--- src/rtl/shared_alu_sched.sv ---
// shared_alu_sched: N requesters share one small ALU through a round-robin arbiter
// and a three-state FSM (IDLE -> EXEC -> DONE). The winner's operands are latched
// on the grant edge, the result is registered one cycle later with a done pulse,
// and the FSM then spends one cycle in DONE before it can arbitrate again.
//
// Ports:
//   clk     clock, all state on posedge
//   rst_n   asynchronous active-low reset
//   req     per-requester request level (bit i = requester i)
//   op_a    operand A, requester i at [i*W +: W]
//   op_b    operand B, requester i at [i*W +: W]
//   op_sel  operation select, requester i at [2*i +: 2]
//           (00: A&~B, 01: A<<B, 10: A>>B, 11: A^B)
//   gnt     one-hot grant pulse, marks operand capture
//   done    one-hot completion pulse to the served requester
//   result  result of the most recent completed operation
//   busy    high while the FSM is not in IDLE
module shared_alu_sched #(
    parameter int unsigned N = 4,
    parameter int unsigned W = 8
) (
    input  logic             clk,
    input  logic             rst_n,
    input  logic [N-1:0]     req,
    input  logic [N*W-1:0]   op_a,
    input  logic [N*W-1:0]   op_b,
    input  logic [2*N-1:0]   op_sel,
    output logic [N-1:0]     gnt,
    output logic [N-1:0]     done,
    output logic [W-1:0]     result,
    output logic             busy
);

    localparam int unsigned IW = (N > 1) ? $clog2(N) : 1;
    localparam int unsigned SW = $clog2(W);

    typedef enum logic [1:0] {
        IDLE = 2'd0,
        EXEC = 2'd1,
        DONE = 2'd2
    } state_t;

    state_t        state;
    state_t        state_n;

    logic [IW-1:0] ptr;
    logic [IW-1:0] win;
    logic [W-1:0]  a_q;
    logic [W-1:0]  b_q;
    logic [1:0]    sel_q;

    logic          pick_valid;
    logic [IW-1:0] pick_idx;
    logic [IW-1:0] cand;
    logic [W-1:0]  alu_res;

    logic          capture;
    logic [N-1:0]  gnt_n;
    logic [N-1:0]  done_n;
    logic [W-1:0]  result_n;
    logic          busy_n;

    // Round-robin pick: scan from ptr+1 upward (wrapping), first set req wins.
    always_comb begin
        pick_valid = 1'b0;
        pick_idx   = '0;
        cand       = '0;
        for (int unsigned k = 1; k <= N; k++) begin
            cand = IW'((32'(ptr) + k) % N);
            if (!pick_valid && req[cand]) begin
                pick_valid = 1'b1;
                pick_idx   = cand;
            end
        end
    end

    // ALU on the latched operands; shift amount uses only the low clog2(W) bits of B.
    always_comb begin
        case (sel_q)
            2'b00:   alu_res = a_q & ~b_q;
            2'b01:   alu_res = a_q << b_q[SW-1:0];
            2'b10:   alu_res = a_q >> b_q[SW-1:0];
            default: alu_res = a_q ^ b_q;
        endcase
    end

    // State register.
    always_ff @(posedge clk or negedge rst_n) begin
        if (!rst_n) begin
            state <= IDLE;
        end else begin
            state <= state_n;
        end
    end

    // Next state and next values of the registered outputs.
    always_comb begin
        state_n  = state;
        capture  = 1'b0;
        gnt_n    = '0;
        done_n   = '0;
        result_n = result;
        case (state)
            IDLE: begin
                if (pick_valid) begin
                    state_n = EXEC;
                    capture = 1'b1;
                    gnt_n   = N'(1) << pick_idx;
                end
            end
            EXEC: begin
                state_n  = DONE;
                done_n   = N'(1) << win;
                result_n = alu_res;
            end
            DONE: begin
                state_n = IDLE;
            end
            default: begin
                state_n = IDLE;
            end
        endcase
        busy_n = (state_n != IDLE);
    end

    // Output registers.
    always_ff @(posedge clk or negedge rst_n) begin
        if (!rst_n) begin
            gnt    <= '0;
            done   <= '0;
            result <= '0;
            busy   <= 1'b0;
        end else begin
            gnt    <= gnt_n;
            done   <= done_n;
            result <= result_n;
            busy   <= busy_n;
        end
    end

    // Operand capture and round-robin pointer, both only on a grant.
    always_ff @(posedge clk or negedge rst_n) begin
        if (!rst_n) begin
            ptr   <= IW'(N - 1);
            win   <= '0;
            a_q   <= '0;
            b_q   <= '0;
            sel_q <= '0;
        end else if (capture) begin
            ptr   <= pick_idx;
            win   <= pick_idx;
            a_q   <= op_a[32'(pick_idx) * W +: W];
            b_q   <= op_b[32'(pick_idx) * W +: W];
            sel_q <= op_sel[32'(pick_idx) * 2 +: 2];
        end
    end

endmodule

--- config.mk ---
export PLATFORM = sky130hd
export DESIGN_NAME = shared_alu_sched
export DESIGN_NICKNAME = d
export VERILOG_FILES = /design/src/rtl/shared_alu_sched.sv
export SDC_FILE = /design/constraint.sdc
export NUM_CORES = 1
export LEC_CHECK = 0
export CAP_MARGIN = 20
export CORE_MARGIN = 3
export CORE_UTILIZATION = 51
export CTS_CLUSTER_DIAMETER = 60
export DETAILED_ROUTE_END_ITERATION = 7
export GPL_ROUTABILITY_DRIVEN = 1
export HOLD_SLACK_MARGIN = 0.02
export PLACE_DENSITY = 0.88
export SYNTH_ARGS = -nofsm -noshare
export SYNTH_HDL_FRONTEND = slang
export SYNTH_SLANG_ARGS = --single-unit
--- constraint.sdc ---
create_clock -name clk -period 6.05 [get_ports clk]
set_input_delay 0.605 -clock clk [delete_from_list [all_inputs] [get_ports clk]]
set_output_delay 0.605 -clock clk [all_outputs]
set_load 0.01 [all_outputs]
==> results.py, run 1 <==
metrics = {
    "finish": {
        "layout_common_cells": "clkdlybuf4s50_1 (93), dfrtp_1 (39), nor2_1 (28), mux2i_1 (26), nand4_1 (19)",
        "n_fill_cell": 446,
        "syn_to_final_growth_pct": 33.4,
        "final_layout_size_suffix_gt1_frac": 0.0816,
        "multi_input_area_mm2": 0.00177,
        "final_nets": 477,
        "diodes": 0,
        "final_common_cell": "clkdlybuf4s50_1",
        "instances_no_fill": 464,
        "regArea_mm2": 0.00103,
    },
    "critical_path": {
        "rr_endpoint": "result[6]$_DFFE_PN0P_",
        "path_common_cell": "o21a_1",
        "crit_buf_inv": 2,
        "worstSetupStartpointType": "input pin",
        "path_cells": "clkdlybuf4s50_1, o21a_1, o21a_1, nor3_4, buf_4, mux2i_1, a21boi_1",
        "worst_ep_required_time_ps": 6200,
        "crit_fanout": 19,
        "timing.rr.start": "b_q[0]$_DFFE_PN0P_",
        "startpoint": "req[1]",
        "cp_num_cells": 7,
        "r2r_cells": 6,
        "critPathArrivalTime_ps": 3070,
        "r2r_setup_slack_ps": 3610,
        "crit_family": "buffers and inverters",
        "max_stage_delay_ps": 570,
        "criticalPathCategory": "input pin to flip-flop",
        "cp-end-kind": "flip-flop",
        "crit_slowest_cell": "nor3_4",
    },
    "sta": {
        "tightest_slew_ps": 1010,
        "grt_setup_unrepaired": "false",
        "setup_viol": 0,
        "hold_viol": 0,
        "final_max_slew_viol_count": 0,
        "hold_ws_ps": 429,
        "max-slew-margin-rel": 0.329,
        "finClkSkew_ps": 6.54,
        "period_share": 0.482,
        "fmax_ghz": 0.343,
        "fin_tns_setup_ps": 0,
        "fin_crit_ps": 2920,
    },
    "synth": {
        "synth-edff-count": 0,
        "syn_nets": 402,
        "ys_types": 52,
        "synth.avg_cell_area_um2": 9.52,
        "synthCells": 316,
        "dominantRegCellSynth": "dfrtp_1",
        "yosys_register_bits": 41,
        "yosysSeqAreaShare": 0.342,
        "ys_warn_count": 0,
        "synth_area_mm2": 0.00301,
        "ys_async_sr_fraction": 1.00,
    },
    "drt": {
        "wl_um": 8900,
        "dr.pass1.iters": 5,
        "drtIter0Drc": 363,
        "vias_per_cell": 6.42,
        "vias": 2981,
        "drc_errors": 0,
        "wire_per_inst_um": 19.2,
        "antenna_left": 0,
    },
    "placement": {
        "dp_hpwl_um": 6440,
        "portBuffers": 94,
        "gp_congestion": 0.922,
        "placed_cells": 455,
    },
    "die": {
        "start_util": 0.536,
        "io_pins": 95,
        "die-height_um": 82.8,
        "die_x_um": 82.8,
        "core_area_mm2": 0.00561,
        "dieArea_mm2": 0.00686,
        "rows": 27,
    },
    "clock_network": {
        "cts_setup_buffers": 0,
        "h-tree-depth": 2,
        "cts_tree": "done",
        "clk_latency_ps": 300,
        "cts_hold_buffers": 0,
        "path_clk_slew_ps": 80,
        "clock-sinks": 41,
        "cts-root-buf": "clkbuf_8",
        "clockBufferDepth": 2,
        "cts-resized-gates": 0,
        "cts_made_buffers": 5,
    },
    "grt": {
        "gr-usage-all-layers": 0.270,
        "grt_pass1_vias": 2842,
        "grt_antenna_before_repair": 0,
        "grt_pass1_wl_um": 14000,
        "gr-total-overflow": 0,
        "grt_start_max_net_pins": 42,
    },
    "power": {
        "leakagePower_uw": 0.00162,
        "ir_worst_vdd_mv": 0.338,
        "power_density_mw_per_mm2": 491,
    },
    "run_status": {
        "status": "finished, final reports clean",
    },
    "hold_path": {
        "hold_path.class": "input pin to asynchronous set/reset pin",
    },
    "job": {
        "max_cap_violations": 0,
    },
}
-- where the power goes --
part / switching, uW / total [uW] / internal, uW
sequential: 201 / 610 / 409
clock: 98.5 / 233 / 135
combinational: 572 / 1130 / 555
total: 871 / 1970 / 1100
-- state kept, by name (all words and copies together), names as in the netlist --
name    count
state       2
win         2
a_q         8
result      8
ptr         2
gnt         4
done        4
b_q         8
busy        1
sel_q       2
-- cells in the mapped netlist (3+ instances only) --
cell type	number	area share
nand2_1	9	0.011
dfrtp_1	39	0.32
nor2_1	28	0.035
buf_4	4	0.010
buf_2	11	0.018
a21oi_1	8	0.013
inv_1	10	0.012
a21boi_1	17	0.042
clkbuf_1	9	0.011
nor2b_1	5	0.010
ha_1	8	0.033
a32oi_1	9	0.026
a211oi_1	4	0.010
o211ai_1	3	0.0075
nand4_1	19	0.040
mux2_2	3	0.011
buf_6	3	0.011
mux2i_1	26	0.087
nand2b_1	7	0.015
a31oi_1	12	0.025
o21a_1	3	0.0075
mux4_2	7	0.052
o21ai_0	14	0.023
nor3_1	6	0.010
o31ai_1	18	0.045
-- metrics by stage --
| stage | total power, uW | worst slack, ps | utilization | cell area [um^2] |
|---|---|---|---|---|
| floorplan | 1390 | 4110 | - | 3010 |
| global placement | 1660 | 2740 | 0.693 | 3880 |
| detailed placement | 1710 | 2630 | 0.693 | 3880 |
| CTS | 1940 | 2940 | 0.714 | 4000 |
| global route | 2110 | 2950 | 0.716 | 4010 |
| finish | 1970 | 3130 | 0.716 | 4010 |
-- worst register-to-register path: cells and delay by family, from the launching register on --
family / cells / cell delay, ps
multiplexers: 1 / 210
AO/OA/AOI/OAI: 3 / 570
adder cells (fa/ha/maj): 1 / 330
buffers and inverters: 1 / 420
flip-flops: 1 / 750
-- area by class of cell --
type | count | share of cell area
Multi-Input combinational cell | 234 | 0.442
Sequential cell | 41 | 0.256
Timing Repair Buffer | 96 | 0.238
Tap cell | 72 | 0.0225
Clock buffer | 7 | 0.0215
Inverter | 13 | 0.0122
Clock inverter | 1 | 0.00748
-- per-layer routing --
metal / global-route usage / vias up / part of all wire
met5: 0 / - / 0
met4: 0.0833 / 0 / 0.016
met3: 0.0572 / 20 / 0.087
met2: 0.444 / 179 / 0.49
met1: 0.356 / 1421 / 0.41
li1: - / 1361 / -
-- worst max-delay path by stage --
stage | to
floorplan | a_q[0]$_DFFE_PN0P_
global placement | b_q[5]$_DFFE_PN0P_
detailed placement | b_q[6]$_DFFE_PN0P_
CTS | b_q[6]$_DFFE_PN0P_
global route | a_q[5]$_DFFE_PN0P_
finish | a_q[7]$_DFFE_PN0P_
-- kinds of logic (layout without fill, tap and decap cells) --
kind of cell,count (synthesis),after routing,share of synthesized area
buf+inv,41,117,0.0682
mux,36,36,0.150
simple gates,86,86,0.153
flops,41,41,0.342
compound gates,104,104,0.253
fa+ha+maj,8,8,0.0333
Power figures use the tool's default switching activity.
==> run 2: changes to the inputs <==
--- a/config.mk
+++ b/config.mk
@@ -7,12 +7,12 @@
 export LEC_CHECK = 0
 export CAP_MARGIN = 20
 export CORE_MARGIN = 3
-export CORE_UTILIZATION = 51
+export CORE_UTILIZATION = 47
 export CTS_CLUSTER_DIAMETER = 60
 export DETAILED_ROUTE_END_ITERATION = 7
 export GPL_ROUTABILITY_DRIVEN = 1
 export HOLD_SLACK_MARGIN = 0.02
-export PLACE_DENSITY = 0.88
+export PLACE_DENSITY = 0.82
 export SYNTH_ARGS = -nofsm -noshare
 export SYNTH_HDL_FRONTEND = slang
 export SYNTH_SLANG_ARGS = --single-unit
==> constraint.sdc (replaced) <==
create_clock -name clk -period 3 [get_ports clk]
set_input_delay 0.3 -clock clk [delete_from_list [all_inputs] [get_ports clk]]
set_output_delay 0.3 -clock clk [all_outputs]
set_load 0.01 [all_outputs]
==> results.py, run 2 (synthesis gave the netlist of run 1 again) <==
metrics = {
    "power": {
        "power_density_mw_per_mm2": 984,
        "leakagePower_uw": 0.00166,
        "ir_worst_vdd_mv": 0.475,
    },
    "clock_network": {
        "cts-resized-gates": 0,
        "clock-sinks": 41,
        "clk_latency_ps": 300,
        "cts_hold_buffers": 0,
        "cts_setup_buffers": 0,
        "path_clk_slew_ps": 90,
        "cts_tree": "done",
        "cts-root-buf": "clkbuf_8",
        "cts_made_buffers": 5,
        "clockBufferDepth": 2,
        "h-tree-depth": 2,
    },
    "finish": {
        "syn_to_final_growth_pct": 35.2,
        "diodes": 0,
        "fin_area_mm2": 0.00407,
        "layout_common_cells": "clkdlybuf4s50_1 (93), dfrtp_1 (39), nor2_1 (28), mux2i_1 (26), nand4_1 (19)",
        "final_nets": 485,
        "final_layout_size_suffix_gt1_frac": 0.100,
        "final_common_cell": "clkdlybuf4s50_1",
        "reg_top3": "a_q (8), b_q (8), result (8)",
    },
    "grt": {
        "grt_antenna_before_repair": 0,
        "gr-usage-all-layers": 0.249,
        "gr-total-overflow": 0,
        "grt_pass1_wl_um": 14700,
        "grt_pass1_vias": 3009,
        "grt_start_max_net_pins": 42,
    },
    "sta": {
        "hold_viol": 0,
        "max-slew-margin-rel": 0.412,
        "finClkSkew_ps": 12.4,
        "period_share": 0.732,
        "fin_crit_ps": 2200,
        "tightest_slew_ps": 881,
        "grt_setup_unrepaired": "false",
        "final_max_slew_viol_count": 0,
        "fmax_ghz": 0.456,
        "fin_tns_setup_ps": 0,
        "setup_viol": 0,
        "final.setup.worst_slack_ps": 805,
    },
    "critical_path": {
        "critPathArrivalTime_ps": 2360,
        "worstSetupStartpointType": "flip-flop",
        "criticalPathCategory": "flip-flop to flip-flop",
        "worst_ep_required_time_ps": 3160,
        "cp-end-kind": "flip-flop",
        "crit_fanout": 14,
    },
    "drt": {
        "vias": 2939,
        "wire_per_inst_um": 18.3,
        "dr.pass1.iters": 5,
        "antenna_left": 0,
        "drc_errors": 0,
        "wl_um": 8720,
        "drtIter0Drc": 390,
        "vias_per_cell": 6.19,
    },
    "placement": {
        "place_ws_ps": 611,
        "portBuffers": 94,
        "dp_hpwl_um": 6510,
        "gp_congestion": 0.869,
        "postPlaceCellArea_mm2": 0.00396,
    },
    "hold_path": {
        "hold_path.class": "input pin to asynchronous set/reset pin",
    },
    "run_status": {
        "status": "finished, final reports clean",
    },
    "die": {
        "dieArea_mm2": 0.00740,
        "die-height_um": 86,
        "start_util": 0.496,
        "die_x_um": 86,
        "rows": 28,
        "io_pins": 95,
        "core_area_mm2": 0.00606,
    },
    "job": {
        "max_cap_violations": 0,
    },
}
[run 2: changes by cell type in the layout (fill, tap and decap cells not counted)]
cell | before | now
clkbuf_8 | 6 | 5
buf_4 | 1 | 10
clkinv_4 | 0 | 1
buf_6 | 1 | 0
[run 2: worst paths after layout]
path                                    startpoint               endpoint  slack, ps  cells past startpoint
worst min-delay path                         rst_n       gnt[0]$_DFF_PN0_        110                      1
worst max register to register  b_q[0]$_DFFE_PN0P_  result[6]$_DFFE_PN0P_        800                      6
max in group asynchronous                    rst_n     a_q[7]$_DFFE_PN0P_       2330                      1
worst max-delay path            b_q[0]$_DFFE_PN0P_  result[6]$_DFFE_PN0P_        800                      6
worst min register to register  win[1]$_DFFE_PN0P_      done[1]$_DFF_PN0_        470                      1
min in group clk                win[1]$_DFFE_PN0P_      done[1]$_DFF_PN0_        470                      1
[run 2: metrics by stage]
stage	hold WS [ps]	total power, uW	std cells	util
after floorplan	4.41	2810	316	-
after global placement	438	3440	467	0.653
after detailed placement	460	3520	467	0.653
after CTS	153	3980	475	0.671
after global routing	199	4350	475	0.671
final	113	4000	475	0.671
[run 2: cell type report]
| class | instances | area, um^2 |
|---|---|---|
| clock buffer | 6 | 72.6 |
| multi-input combinational | 234 | 1770 |
| timing repair buffer | 104 | 1010 |
| clock inverter | 2 | 38.8 |
| fill | 503 | 1990 |
| inverter | 13 | 48.8 |
| sequential | 41 | 1030 |
| tap | 75 | 93.8 |
[run 2: power breakdown]
| part | total [uW] | internal (uW) | switching (uW) | leakage (uW) |
|---|---|---|---|---|
| logic | 2320 | 1170 | 1150 | 0.00112 |
| clock network | 457 | 250 | 207 | 0.0000554 |
| registers | 1230 | 825 | 401 | 0.000479 |
| total | 4000 | 2240 | 1760 | 0.00166 |
[run 2: per-layer routing]
metal	wire, um	GRT usage
met5	0	0
met3	749	0.0384
met4	169	0.0748
met1	3640	0.346
met2	4150	0.399
[run 2: worst max-delay path: stages, from the launching register on]
cell and delay, ps:
dfrtp_1 790, clkinv_1 210, ha_1 260, mux2i_1 210, o21ai_0 120, a221oi_1 340, a221oi_1 140
==> run 3: changes to the inputs <==
==> constraint.sdc (replaced) <==
create_clock -name clk -period 2.3 [get_ports clk]
set_input_delay 0.23 -clock clk [delete_from_list [all_inputs] [get_ports clk]]
set_output_delay 0.23 -clock clk [all_outputs]
set_load 0.01 [all_outputs]
==> results.py, run 3 (synthesis gave the netlist of run 1 again) <==
metrics = {
    "sta": {
        "fmax_ghz": 0.486,
        "final_max_slew_viol_count": 0,
        "period_share": 0.894,
        "fin_crit_ps": 2060,
        "grt_setup_unrepaired": "false",
        "tightest_slew_ps": 903,
        "fin_tns_setup_ps": 0,
        "max-slew-margin-rel": 0.398,
        "finClkSkew_ps": 3.64,
        "final.setup.worst_slack_ps": 243,
        "hold_viol": 0,
        "hold_ws_ps": 56.8,
        "setup_viol": 0,
    },
    "clock_network": {
        "clk_latency_ps": 290,
        "cts_setup_buffers": 0,
        "cts_tree": "done",
        "clockBufferDepth": 2,
        "cts-resized-gates": 0,
        "cts_made_buffers": 5,
        "path_clk_slew_ps": 80,
        "cts_hold_buffers": 0,
        "clock-sinks": 41,
        "h-tree-depth": 2,
        "cts-root-buf": "clkbuf_8",
    },
    "critical_path": {
        "crit_family": "compound AO/OA/AOI/OAI gates",
        "path_cells": "a21boi_0, o21ba_2, a2111oi_4, buf_4, a32oi_1, a21boi_1",
        "crit_buf_inv": 1,
        "crit_fanout": 21,
        "criticalPathCategory": "flip-flop to flip-flop",
        "crit_slowest_cell": "dfstp_2",
        "worstSetupStartpointType": "flip-flop",
        "cp-end-kind": "flip-flop",
        "max_stage_delay_ps": 680,
        "critPathArrivalTime_ps": 2240,
        "worst_ep_required_time_ps": 2480,
    },
    "drt": {
        "dr.pass1.iters": 5,
        "drtIter0Drc": 358,
        "vias_per_cell": 6.19,
        "vias": 3007,
        "antenna_left": 0,
        "wire_per_inst_um": 18.1,
        "wl_um": 8780,
        "drc_errors": 0,
    },
    "grt": {
        "gr-usage-all-layers": 0.241,
        "grt_pass1_wl_um": 14400,
        "grt_antenna_before_repair": 0,
        "grt_start_max_net_pins": 42,
        "gr-total-overflow": 0,
        "grt_pass1_vias": 2924,
    },
    "placement": {
        "dp_hpwl_um": 6620,
        "gp_congestion": 0.904,
        "portBuffers": 94,
        "place_ws_ps": 32.5,
    },
    "die": {
        "io_pins": 95,
        "rows": 28,
        "start_util": 0.496,
        "core_area_mm2": 0.00606,
        "dieArea_mm2": 0.00740,
        "die_x_um": 86,
        "die-height_um": 86,
    },
    "finish": {
        "diodes": 0,
        "layout_common_cells": "clkdlybuf4s50_1 (93), dfrtp_1 (39), nor2_1 (28), mux2i_1 (26), buf_4 (21)",
        "syn_to_final_growth_pct": 38.1,
        "final_common_cell": "clkdlybuf4s50_1",
        "reg_top3": "a_q (8), b_q (8), result (8)",
        "final_nets": 496,
        "final_layout_size_suffix_gt1_frac": 0.124,
    },
    "power": {
        "leakagePower_uw": 0.00171,
        "power_density_mw_per_mm2": 1290,
        "ir_worst_vdd_mv": 0.755,
        "finalPower_uw": 5360,
    },
    "job": {
        "max_cap_violations": 0,
    },
    "hold_path": {
        "hold_path.class": "input pin to asynchronous set/reset pin",
    },
    "run_status": {
        "status": "finished, final reports clean",
    },
}
==> run 3: report_power, final <==
| group | leakage [uW] | switching, uW | internal [uW] |
|---|---|---|---|
| combinational | 0.00117 | 1610 | 1610 |
| clock | 0.0000585 | 248 | 354 |
| sequential | 0.000479 | 461 | 1080 |
| total | 0.00171 | 2310 | 3040 |
==> run 3: final timing paths <==
path                                     from                     to  slack [ps]  cells after the start
setup / recovery           ptr[1]$_DFFE_PN1P_     b_q[6]$_DFFE_PN0P_         240                      6
min in group clk           win[1]$_DFFE_PN0P_      done[0]$_DFF_PN0_         480                      1
hold / removal                          rst_n       gnt[0]$_DFF_PN0_          60                      1
max in group asynchronous               rst_n  result[2]$_DFFE_PN0P_        1680                      1
setup reg to reg           ptr[1]$_DFFE_PN1P_     b_q[6]$_DFFE_PN0P_         240                      6
hold reg to reg            win[1]$_DFFE_PN0P_      done[0]$_DFF_PN0_         480                      1
==> run 3: cell type report <==
| cell class | count | area, um^2 |
|---|---|---|
| Sequential cell | 41 | 1030 |
| Clock buffer | 7 | 86.3 |
| Inverter | 13 | 48.8 |
| Tap cell | 75 | 93.8 |
| Multi-Input combinational cell | 234 | 1770 |
| Timing Repair Buffer | 115 | 1090 |
| Clock inverter | 1 | 30.0 |
| Fill cell | 483 | 1910 |
==> run 3: through the flow <==
step	instances	utilization	area, um^2
final	486	0.686	4160
after CTS	486	0.686	4160
after global routing	486	0.686	4160
after global placement	478	0.666	4040
after floorplan	316	-	3010
after detailed placement	478	0.666	4040
==> run 3: worst register-to-register path, cell delays in order (launching register included) <==
cell	delay, ps
dfstp_2	680
a21boi_0	120
o21ba_2	240
a2111oi_4	310
buf_4	300
a32oi_1	150
a21boi_1	150
==> run 3: metal layers <==
| metal | vias to the layer above | GRT usage | share of wire |
|---|---|---|---|
| li1 | 1398 | - | - |
| met1 | 1435 | 0.338 | 0.43 |
| met2 | 162 | 0.388 | 0.48 |
| met3 | 12 | 0.0432 | 0.076 |
| met4 | 0 | 0.0576 | 0.012 |
| met5 | - | 0 | 0 |
